File: src/rtl/register_lanes_shift.sv
// register_lanes_shift
// Lane-loadable datapath register with a multi-cycle right-shift engine.
// The register is W bits wide, split into LANES lanes, and each lane has its
// own load enable. A shift sequence is started with shift_start. It runs for
// min(shift_count, W) cycles, and busy is high while it runs. done pulses
// for one cycle when the sequence completes.
// Build option: define REGISTER_LANES_SHIFT_ROTATE_EN to enable two extra
// modes, rotate right (mode=2'b10) and logical left shift (mode=2'b11).
// Without the macro, mode[1] is ignored.
//
// state | meaning
// ------+-----------------------------------------------------------
// IDLE  | accepts lane loads, sclr and shift_start
// SHIFT | one 1-bit shift per cycle, counter counts down to 1

module register_lanes_shift #(
    parameter int W     = 16,
    parameter int LANES = 2,
    parameter int CW    = $clog2(W + 1)
) (
    input  logic             clk,
    input  logic             clear,
    input  logic [W-1:0]     din,
    input  logic [LANES-1:0] load,
    input  logic             sclr,
    input  logic [1:0]       mode,
    input  logic             shift_start,
    input  logic [CW-1:0]    shift_count,
    output logic [W-1:0]     out,
    output logic             busy,
    output logic             done
);

    localparam int LW = W / LANES;
    localparam logic [CW-1:0] W_C = CW'(W);

    typedef enum logic {IDLE = 1'b0, SHIFT = 1'b1} state_t;

    state_t          state, state_next;
    logic [CW-1:0]   cnt, cnt_next;
    logic [1:0]      mode_q, mode_next;
    logic [W-1:0]    out_next;
    logic            done_next;
    logic [W-1:0]    loaded;
    logic [CW-1:0]   cnt_sat;

    // One step of the selected shift operation
    function automatic logic [W-1:0] shift_fn(input logic [W-1:0] v, input logic [1:0] m);
`ifdef REGISTER_LANES_SHIFT_ROTATE_EN
        case (m)
            2'b00:   shift_fn = {1'b0, v[W-1:1]};
            2'b01:   shift_fn = {v[W-1], v[W-1:1]};
            2'b10:   shift_fn = {v[0], v[W-1:1]};
            default: shift_fn = {v[W-2:0], 1'b0};
        endcase
`else
        shift_fn = m[0] ? {v[W-1], v[W-1:1]} : {1'b0, v[W-1:1]};
`endif
    endfunction

`ifndef REGISTER_LANES_SHIFT_ROTATE_EN
    // mode[1] has no effect in the base build
    logic unused_mode_hi;
    assign unused_mode_hi = mode_q[1];
`endif

    // Per-lane merge of din into the current contents
    always_comb begin
        loaded = out;
        for (int k = 0; k < LANES; k++) begin
            if (load[k]) loaded[k*LW +: LW] = din[k*LW +: LW];
        end
    end

    // Requested count saturated to the register width
    always_comb begin
        cnt_sat = (shift_count > W_C) ? W_C : shift_count;
    end

    // State and datapath registers
    always_ff @(posedge clk or posedge clear) begin
        if (clear) begin
            state  <= IDLE;
            out    <= '0;
            cnt    <= '0;
            mode_q <= 2'b00;
            done   <= 1'b0;
        end else begin
            state  <= state_next;
            out    <= out_next;
            cnt    <= cnt_next;
            mode_q <= mode_next;
            done   <= done_next;
        end
    end

    // Next-state and datapath update; sclr has the highest priority in both states
    always_comb begin
        state_next = state;
        out_next   = out;
        cnt_next   = cnt;
        mode_next  = mode_q;
        done_next  = 1'b0;
        case (state)
            IDLE: begin
                if (sclr) begin
                    out_next = '0;
                end else begin
                    out_next = loaded;
                    if (shift_start) begin
                        mode_next = mode;
                        cnt_next  = cnt_sat;
                        if (cnt_sat == '0) done_next = 1'b1;
                        else               state_next = SHIFT;
                    end
                end
            end
            SHIFT: begin
                if (sclr) begin
                    out_next   = '0;
                    cnt_next   = '0;
                    state_next = IDLE;
                end else begin
                    out_next = shift_fn(out, mode_q);
                    cnt_next = cnt - 1'b1;
                    if (cnt == CW'(1)) begin
                        state_next = IDLE;
                        done_next  = 1'b1;
                    end
                end
            end
            default: state_next = IDLE;
        endcase
    end

    // Outputs decoded from state
    always_comb begin
        busy = (state == SHIFT);
    end

endmodule

File: config.mk
export PLATFORM = sky130hd
export DESIGN_NAME = register_lanes_shift
export DESIGN_NICKNAME = d
export VERILOG_FILES = /design/src/rtl/register_lanes_shift.sv
export SDC_FILE = /design/constraint.sdc
export NUM_CORES = 1
export LEC_CHECK = 0
export ABC_AREA = 1
export CELL_PAD_IN_SITES_DETAIL_PLACEMENT = 0
export CELL_PAD_IN_SITES_GLOBAL_PLACEMENT = 2
export CORE_ASPECT_RATIO = 0.8
export CORE_UTILIZATION = 22
export DETAILED_ROUTE_END_ITERATION = 10
export PLACE_DENSITY_LB_ADDON = 0.1
export SLEW_MARGIN = 20
export SYNTH_ARGS = -nofsm -noshare
export SYNTH_HDL_FRONTEND = slang
export SYNTH_SLANG_ARGS = --single-unit
export TNS_END_PERCENT = 1
File: constraint.sdc
create_clock -name clk -period 1.2 [get_ports clk]
set_input_delay 0.24 -clock clk [delete_from_list [all_inputs] [get_ports clk]]
set_output_delay 0.24 -clock clk [all_outputs]
set_load 0.02 [all_outputs]
==> results.tsv <==
stage	metric	value	unit
finish	fraction of layout cells with a size suffix above 1	28.80	%
sta	Max Freq	0.8065	GHz
floorplanning	Ports	47	
yosys	flops & latches, synth	24	
placed_design	dpl hpwl	2757	um
yosys	Yosys top cell area share	45.20	%
setup_path	Max FO, Critical Path	7	
global_routing	gr usage total	13.90	%
placed_design	Port Buffer Count	45	
setup_path	reg-to-reg startpoint	busy$_DFF_PP0_	
route	WL/cell	11.79	um
min_path	hold crit path type	input pin to async pin	
yosys	post-synthesis sequential area ratio	45.20	%
floorplanning	Initial Util	23.54	%
clock_network	clock sink count	24	
setup_path	Critical Path AT	1.45	ns
yosys	top cells by area, synth	dfrtp_1, nand2_1, inv_1	
setup_path	WS Path Type	flip-flop to flip-flop	
yosys	most common cell in the netlist	nand2_1	
yosys	Gate Count Post-Synth	176	
route	DRT iter0 DRCs	41	
global_routing	number of global-route vias before repair	1379	
yosys	Mean Syn Cell Area	7.550	um^2
clock_network	CTS tree	built	
placed_design	Placed Cells	321	
setup_path	Crit path required time	1.41	ns
route	DRT Wirelength	3868	um
setup_path	RR Endpoint	out[7]$_DFFE_PP0P_	
sta	Slew @ Worst Pin	0.1883	ns
route	DRC	0	
outcome	failing checks	setup timing	
sta	Tmin final	1.240	ns
clock_network	later-pin clock latency in the skew report	0.27	ns
floorplanning	die width	88.89	um
global_routing	initial antenna violation count	0	
finish	P&R area growth vs syn	59.79	%
global_routing	first-pass GRT wire length	6755	um
route	vias	1354	
floorplanning	Die H	71.51	um
yosys	Ys Warns	0	
sta	fin. max-slew vios	0	
placed_design	Final Wtd Congestion	0.8006	
sta	Setup TNS Final	-0.3156	ns
route	DRT Pass-1 Iters	4	
clock_network	Reg clk slew, reported paths	0.09	ns
outcome	status	complete, but fails checks	
finish	nets@finish	282	
run	max-cap viol count	0	
pwr	Peak VDD IR	0.0005131	V
yosys	Yosys top cell by area	dfrtp_1	
yosys	Post-synth EDFFs	0	
yosys	net count after synthesis	207	
sta	final setup vio count	16	
placed_design	post-place setup slack	-0.3803	ns
pwr	Lkg Pwr	1.063	nW
yosys	Post-synth top cells	nand2_1, dfrtp_1, inv_1, nor2_1, nand3_1	
sta	Worst Setup Slack, final	-0.03987	ns
pwr	Cell Pwr Density	1190	mW/mm^2
placed_design	Placed Area	0.002061	mm^2
yosys	post-synthesis cell area	0.001329	mm^2
sta	Fin Hold WS	0.2755	ns
finish	Finished Core Util	37.61	%
floorplanning	Core Region	0.005645	mm^2
floorplanning	cell row count	24	
global_routing	largest net degree at the start of global routing	25	
sta	unrepaired setup endpoints after global routing	true	
setup_path	Worst R2R Setup Slack	-0.04	ns
sta	clock skew	0.004029	ns
route	Antenna Nets Post-Route	0	
sta	Tcrit/Tclk final	103.3	%
sta	Slew headroom	87.40	%
sta	Hold Fails Final Rpt	0	
clock_network	H-Tree Depth	1	
clock_network	clk root buf	clkbuf_8	
setup_path	worst-case reg-to-reg path depth	8	
finish	post-route cell area	0.002123	mm^2
yosys	post-synthesis async set-or-reset flop share	100.0	%
yosys	top_reg_cell synth	dfrtp_1	
pwr	power after layout	2.528	mW
global_routing	grt total ovfl	0	
setup_path	startpoint types	flip-flop	
setup_path	CP endpoint kind	flip-flop	
finish	Finished Layout Cells	328	
route	number of vias per cell	4.128	
floorplanning	full die area	0.006357	mm^2
clock_network	Num CTS Buffers	3	
yosys	Netlist cell types	21	
clock_network	Clock Tree Buf Depth	2	
finish	number of diodes	0	
[routing by layer]
| layer | share of wire, % | track usage [%] |
|---|---|---|
| met5 | 0 | 0 |
| met4 | 0.44 | 2.151 |
| met3 | 4.6 | 3.226 |
| met1 | 50 | 19.47 |
| met2 | 45 | 22.22 |
[placed cells by master (no fill, tap or decap), drive strengths merged, types with 8 or more instances in the layout]
master,instances
nand2,78
clkdlybuf4s50,27
nand3,9
buf,40
nor2,19
inv,19
o21ai,8
dfrtp,24
a31oi,8
clkbuf,9
[how the worst max path moves through the flow]
stage	startpoint	to	slack [ns]	cells past startpoint
after global placement	sclr	out[15]$_DFFE_PP0P_	-0.30	6
after CTS	busy$_DFF_PP0_	out[2]$_DFFE_PP0P_	-0.04	7
after detailed placement	sclr	out[15]$_DFFE_PP0P_	-0.38	6
after global routing	busy$_DFF_PP0_	out[7]$_DFFE_PP0P_	-0.14	8
after floorplan	busy$_DFF_PP0_	mode_q[0]$_DFFE_PP0P_	0.03	6
final	busy$_DFF_PP0_	out[7]$_DFFE_PP0P_	-0.04	8
[kinds of logic (layout without fill, tap and decap cells)]
family          Yosys count  after routing  share of synthesized area (%)
simple gates            107            107                          34.46
fa+ha+maj                 2              2                          1.883
flops                    24             24                          45.20
buf+inv                  23             97                          9.510
compound gates           20             20                          8.946
[power by group]
| part | switching (mW) | total (mW) | internal (mW) |
|---|---|---|---|
| Combinational | 0.510 | 0.985 | 0.475 |
| Sequential | 0.0878 | 1.02 | 0.931 |
| Clock | 0.285 | 0.523 | 0.238 |
| Total | 0.883 | 2.53 | 1.64 |
[flip-flops by register name (all words and copies together) (netlist names)]
register / count
done: 1
busy: 1
cnt: 5
mode_q: 1
out: 16
[worst max-delay path: stages, from the launching register on]
cell	delay [ns]
dfrtp_2	0.44
buf_12	0.14
nor2_4	0.12
buf_6	0.15
buf_12	0.13
nand2_2	0.04
nand2_1	0.05
nand2_1	0.04
o21ai_1	0.06
[final cells by class]
cell class,instances,area (um^2)
fill,631,3522
timing repair buffer,74,655.6
multi-input combinational,129,644.4
sequential,24,601.8
tap,78,97.59
inverter,19,78.83
clock buffer,4,45.04
[repair_timing]
| action | CTS | global route |
|---|---|---|
| endpoints found under the setup margin | 38 | 39 |
| hold buffers | 0 | 0 |
| gates cloned | 1 | 0 |
| pin swaps | 10 | 1 |
| resized for setup | 62 | 20 |
| buffers inserted | 3 | 0 |
No activity file was read; power rests on OpenSTA's default activity.
